===== config.mk =====
export PLATFORM = sky130hd
export DESIGN_NAME = sao_stat_accum
export DESIGN_NICKNAME = d
export VERILOG_FILES = /design/src/rtl/sao_stat_accum.sv
export SDC_FILE = /design/constraint.sdc
export NUM_CORES = 1
export LEC_CHECK = 0
export ABC_CLOCK_PERIOD_IN_PS = 4000
export CAP_MARGIN = 20
export CORE_AREA = 3 3 320 322
export CTS_BUF_LIST = sky130_fd_sc_hd__clkbuf_2
export DETAILED_ROUTE_END_ITERATION = 7
export DIE_AREA = 0 0 323 325
export GPL_ROUTABILITY_DRIVEN = 1
export SLEW_MARGIN = 20
export SYNTH_ARGS = -nofsm -noshare
export SYNTH_HDL_FRONTEND = slang
export SYNTH_SLANG_ARGS = --single-unit

===== constraint.sdc =====
create_clock -name clk -period 4 [get_ports clk]
set_input_delay 0.8 -clock clk [delete_from_list [all_inputs] [get_ports clk]]
set_output_delay 0.8 -clock clk [all_outputs]
set_load 0.02 [all_outputs]

===== src/rtl/sao_stat_accum.sv =====
// sao_stat_accum: accumulates per-2x2-block SAO statistics into per-CTU
// totals for edge-offset (EO) and, optionally, band-offset (BO) classes.
//
// A CTU is opened by en_i&first_i, which loads every accumulator with that
// block's values. It is closed by en_i&last_i. One cycle after the closing
// block, en_o pulses and the outputs hold the final totals. They stay stable
// until the next en_i&first_i. Sums saturate at the signed limits of their
// width and counts saturate at all-ones.
//
// Optional feature macro: SAO_BO_STAT_EN. When it is defined, the BO
// accumulators are built. When it is undefined, the BO inputs are ignored
// and the BO outputs are tied to zero.
//
// Ports
//   clk, arst_n            clock, asynchronous active-low reset
//   en_i, first_i, last_i  block valid, first block of CTU, last block of CTU
//   blk_sum_i/blk_num_i    EO block difference sums / pixel counts
//   blk_sum_bo_i/_num_bo_i BO block difference sums / pixel counts
//   sum_blk_CTU/num_blk_CTU       EO CTU totals
//   sum_blk_CTU_bo/num_blk_CTU_bo BO CTU totals
//   en_o                   one-cycle pulse: CTU totals valid
module sao_stat_accum #(
  parameter int diff_clip_bit    = 4,
  parameter int num_pix_CTU_log2 = 5,
  parameter int n_eo_type        = 4,
  parameter int n_category       = 4,
  parameter int n_category_bo    = 8,
  localparam int num_accu_len    = num_pix_CTU_log2*2-1
) (
  input  logic                                     clk,
  input  logic                                     arst_n,
  input  logic                                     en_i,
  input  logic                                     first_i,
  input  logic                                     last_i,
  input  logic signed [diff_clip_bit+2:0]          blk_sum_i       [n_eo_type][n_category],
  input  logic        [2:0]                        blk_num_i       [n_eo_type][n_category],
  input  logic signed [diff_clip_bit+2:0]          blk_sum_bo_i    [n_category_bo],
  input  logic        [2:0]                        blk_num_bo_i    [n_category_bo],
  output logic signed [num_accu_len+diff_clip_bit:0] sum_blk_CTU   [n_eo_type][n_category],
  output logic        [num_accu_len:0]             num_blk_CTU     [n_eo_type][n_category],
  output logic signed [num_accu_len+diff_clip_bit:0] sum_blk_CTU_bo [n_category_bo],
  output logic        [num_accu_len:0]             num_blk_CTU_bo  [n_category_bo],
  output logic                                     en_o
);

  localparam int IW = diff_clip_bit + 3;
  localparam int SW = num_accu_len + diff_clip_bit + 1;
  localparam int CW = num_accu_len + 1;

  typedef enum logic [1:0] {IDLE, ACCUM, DONE} state_e;

  state_e state_q, state_d;
  logic   en_o_q, en_o_d;
  logic   load, add;

  logic signed [SW-1:0] sum_q [n_eo_type][n_category];
  logic signed [SW-1:0] sum_d [n_eo_type][n_category];
  logic        [CW-1:0] num_q [n_eo_type][n_category];
  logic        [CW-1:0] num_d [n_eo_type][n_category];

  // One guard bit catches overflow. A disagreement between the guard bit and
  // the MSB selects the signed limit.
  function automatic logic signed [SW-1:0] sat_sum(input logic signed [SW-1:0] acc,
                                                   input logic signed [IW-1:0] blk);
    logic [SW:0] s;
    s = {acc[SW-1], acc} + {{(SW+1-IW){blk[IW-1]}}, blk};
    if (s[SW] != s[SW-1])
      sat_sum = s[SW] ? {1'b1, {(SW-1){1'b0}}} : {1'b0, {(SW-1){1'b1}}};
    else
      sat_sum = s[SW-1:0];
  endfunction

  function automatic logic [CW-1:0] sat_cnt(input logic [CW-1:0] acc,
                                            input logic [2:0]    blk);
    logic [CW:0] s;
    s = {1'b0, acc} + {{(CW-2){1'b0}}, blk};
    sat_cnt = s[CW] ? '1 : s[CW-1:0];
  endfunction

  // first_i restarts from any state. Plain blocks only count inside a CTU.
  assign load = en_i & first_i;
  assign add  = en_i & ~first_i & (state_q == ACCUM);

  always_comb begin
    state_d = state_q;
    en_o_d  = (load | add) & last_i;
    if (load) begin
      state_d = last_i ? DONE : ACCUM;
    end else begin
      case (state_q)
        ACCUM:   if (en_i && last_i) state_d = DONE;
        DONE:    state_d = IDLE;
        default: state_d = state_q;
      endcase
    end
  end

  always_comb begin
    for (int unsigned i = 0; i < n_eo_type; i++) begin
      for (int unsigned j = 0; j < n_category; j++) begin
        sum_d[i][j] = sum_q[i][j];
        num_d[i][j] = num_q[i][j];
        if (load) begin
          sum_d[i][j] = sat_sum('0, blk_sum_i[i][j]);
          num_d[i][j] = sat_cnt('0, blk_num_i[i][j]);
        end else if (add) begin
          sum_d[i][j] = sat_sum(sum_q[i][j], blk_sum_i[i][j]);
          num_d[i][j] = sat_cnt(num_q[i][j], blk_num_i[i][j]);
        end
      end
    end
  end

`ifdef SAO_BO_STAT_EN
  logic signed [SW-1:0] sum_bo_q [n_category_bo];
  logic signed [SW-1:0] sum_bo_d [n_category_bo];
  logic        [CW-1:0] num_bo_q [n_category_bo];
  logic        [CW-1:0] num_bo_d [n_category_bo];

  always_comb begin
    for (int unsigned k = 0; k < n_category_bo; k++) begin
      sum_bo_d[k] = sum_bo_q[k];
      num_bo_d[k] = num_bo_q[k];
      if (load) begin
        sum_bo_d[k] = sat_sum('0, blk_sum_bo_i[k]);
        num_bo_d[k] = sat_cnt('0, blk_num_bo_i[k]);
      end else if (add) begin
        sum_bo_d[k] = sat_sum(sum_bo_q[k], blk_sum_bo_i[k]);
        num_bo_d[k] = sat_cnt(num_bo_q[k], blk_num_bo_i[k]);
      end
    end
  end

  assign sum_blk_CTU_bo = sum_bo_q;
  assign num_blk_CTU_bo = num_bo_q;
`else
  logic unused_bo;

  always_comb begin
    unused_bo = 1'b0;
    for (int unsigned k = 0; k < n_category_bo; k++)
      unused_bo = unused_bo ^ (^blk_sum_bo_i[k]) ^ (^blk_num_bo_i[k]);
  end

  assign sum_blk_CTU_bo = '{default: '0};
  assign num_blk_CTU_bo = '{default: '0};
`endif

  always_ff @(posedge clk or negedge arst_n) begin
    if (!arst_n) begin
      state_q  <= IDLE;
      en_o_q   <= 1'b0;
      sum_q    <= '{default: '0};
      num_q    <= '{default: '0};
`ifdef SAO_BO_STAT_EN
      sum_bo_q <= '{default: '0};
      num_bo_q <= '{default: '0};
`endif
    end else begin
      state_q  <= state_d;
      en_o_q   <= en_o_d;
      sum_q    <= sum_d;
      num_q    <= num_d;
`ifdef SAO_BO_STAT_EN
      sum_bo_q <= sum_bo_d;
      num_bo_q <= num_bo_d;
`endif
    end
  end

  assign sum_blk_CTU = sum_q;
  assign num_blk_CTU = num_q;
  assign en_o        = en_o_q;

endmodule


==> flow_summary.yaml <==
outcome:
  outcome: "finished, final reports clean"
setup_path:
  path_buf_inv: 1
  crit_type: "flip-flop to primary output"
  path_depth: 1
  r2r-end: "sum_blk_CTU[176]"
  r2r_slack_ps: 850
  cp_slowest_stage_delay_ps: 880
  cp_slowest_cell: "clkdlybuf4s50_1"
  crit_family: "buffers and inverters"
  crit_path_end_kind: "primary output"
  r2r_start: "sum_blk_CTU[168]"
  crit_path_start: "sum_blk_CTU[185]"
  critPathCapture: "sum_blk_CTU[185]"
  reg2reg_depth: 10
  crit_path_max_fanout: 3
  required_ps: 3200
  worst_setup_path_start_kind: "flip-flop"
  cp_data_arrival_time_ps: 2540
  path_cells: "clkdlybuf4s50_1"
route:
  drt_wl_total_um: 107000
  drc: 0
  antenna_left: 0
  first_pass_iters: 6
  vias_per_cell: 5.27
  first_iter_violations: 1682
  wl_per_cell_um: 18.7
  vias: 30200
synthesis:
  synth-edff-count: 0
  ys.flop_type: "dfrtp_1"
  synth.distinct_cells: 98
  synthTopCellsByArea: "dfrtp_1, ha_1, a21oi_1"
  synth.yosys.warnings: 0
  synth-seq-cells: 387
  yosysTopAreaCell: "dfrtp_1"
  synthCells: 3562
  async_flop_share_pct: 100
  syn_area_um2: 31000
  avgSynthCellArea_um2: 8.70
  synth.yosys.seq_area_share_pct: 31.2
  netlist.area_leader.share_pct: 31.2
timing:
  worst_pin_slew_ps: 815
  slew_violations: 0
  setup_tns_ps: 0
  rsz0062_at_grt: "false"
  setup_viol: 0
  fin_crit_ps: 3340
  finalHoldViolCount: 0
  period_share_pct: 83.5
  finalClockSkew_ps: 96.9
  fmax_ghz: 0.300
  slew_headroom_pct: 45.6
  setup_ws_ps: 662
  whs_ps: 313
power:
  p_switching_uw: 14200
  pwr-share-clk_pct: 10.9
  power_frac_seq_pct: 23.5
  irDropWorstVdd_uv: 415
  p_int_uw: 15400
  combPwrFrac_pct: 65.6
  power.density_nw_per_um2: 737
  power_uw: 29600
  p_leak_uw: 0.0177
  p_sw_share_pct: 48.1
worst_hold_path:
  worstHoldPathType: "primary input to flip-flop"
  hold_path.startpoint: "blk_sum_i[22]"
global_route:
  gr-total-overflow: 0
  first_global_vias: 29400
  grt_pass1_wl_um: 167000
  antenna_found_initial: 12
  grt_usage_pct: 19.7
  grt_max_degree: 135
finish:
  area_growth_pct: 29.7
  nNetsFinal: 4880
  drive_gt1_share_pct: 7.67
floorplan:
  coreArea_um2: 99900
  rows: 116
  io_pins: 822
  die_x_um: 323
  die_h_um: 325
  die-area_um2: 105000
  initial_utilization_pct: 31.0
cts:
  cts_root_buf: "clkbuf_2"
  cts_setup_buffers: 0
  hold_buffers: 132
  cts_made_buffers: 118
  htreeDepth: 3
  cts_buffer_depth: 3
  clk_pin_slew_ps: 100
  cts_tree: "built"
  clkSinkCount: 387
  clock_latency_ps: 1260
  cts-resized-gates: 0
placement:
  place_ws_ps: 79.2
  io_buffers: 549
  place_congestion: 0.875
  hpwlAfterDp_um: 76700
flow_run:
  max_cap_viol_count: 0
-- how the worst min path moves through the flow --
| stage | endpoint | slack, ps | depth (start not counted) |
|---|---|---|---|
| after floorplan | en_o | 500 | 0 |
| after global placement | sum_blk_CTU[73] | 490 | 2 |
| after detailed placement | sum_blk_CTU[140] | 500 | 2 |
| after CTS | sum_blk_CTU[99] | 1 | 3 |
| after global routing | sum_blk_CTU[145] | 110 | 3 |
| final | sum_blk_CTU[43] | 310 | 3 |
-- cells in the mapped netlist (all sizes together), types with 95 or more instances --
cell type,n
a21o,95
a21oi,366
a22oi,103
buf,216
clkbuf,100
dfrtp,387
ha,272
inv,99
nand2,305
nor2,201
o21ai,347
xnor2,117
-- cells in the final DEF (no fill, tap or decap), drive strengths merged, types with 13 or more instances in the layout --
master / n
nand2: 305
nor2b: 37
nor2: 201
and3: 50
o211ai: 61
nand2b: 37
o22ai: 56
nand4: 17
clkinv: 37
a22oi: 103
a41oi: 27
clkdlybuf4s50: 548
xor2: 58
o21a: 28
inv: 101
xnor2: 117
a22o: 70
o31ai: 21
nand3b: 13
a31oi: 73
ha: 272
conb: 192
clkbuf: 169
dlygate4sd3: 131
or2: 16
a21oi: 366
a21o: 95
nor3: 31
o21bai: 17
buf: 97
fa: 32
dfrtp: 387
a221o: 24
a21boi: 19
a211oi: 53
and2: 30
o21ai: 347
nand3: 60
-- sequential cells by signal, summed over array words and instances (netlist names) --
signal       flops
sum_blk_CTU    224
num_blk_CTU    160
state_q          2
en_o             1
-- tightest hold or removal path: stages --
cell,delay [ps]
clkdlybuf4s50_1,590
a22oi_1,100
nand2_1,60
-- per-layer routing --
layer | vias up | share of wire (%) | global-route usage, % | wire, um
met1 | 14500 | 43 | 24.2 | 45500
met3 | 240 | 6.2 | 4.45 | 6650
li1 | 14600 | - | - | -
met2 | 908 | 47 | 32.4 | 50000
met5 | - | 0.024 | 0 | 26
met4 | 4 | 4.4 | 9.31 | 4750
-- per-stage QoR --
stage	std cells	util (%)	area [um^2]
2_1_floorplan	3753	-	31700
3_3_place_gp	5377	37.8	37800
3_5_place_dp	5377	37.8	37800
4_1_cts	5718	40.2	40200
5_1_grt	5725	40.3	40200
6_report	5728	40.3	40200
-- cell type report --
class | instances | area [um^2]
fill | 10100 | 59600
multi-input combinational | 2949 | 19700
sequential | 387 | 9680
timing repair buffer | 776 | 7730
tap | 1298 | 1620
clock buffer | 169 | 846
inverter | 99 | 372
clock inverter | 40 | 214
antenna | 10 | 25.0
-- power groups by stage --
stage	combinational [uW]	clock, uW	sequential [uW]
after global routing	21400	3640	7180
final	19400	3230	6950
after floorplan	11200	0	8410
after detailed placement	19200	0	7010
after global placement	19100	0	6970
after CTS	19500	3450	6950
-- kinds of logic (layout without fill, tap and decap cells) --
kind of cell               Yosys count  count (layout)  share of synthesized area (%)
adders and majority gates          306             306                           13.1
DFF                                387             387                           31.2
muxes                               10              10                          0.452
and+or+nand+nor                    833             833                           12.7
other                                1             202                         0.0121
xor gates and xnor gates           175             175                           4.95
AOI/OAI and AO/OA                 1433            1433                           30.0
buffers and inverters              417            1084                           7.60
(Power assumes the default switching activity.)
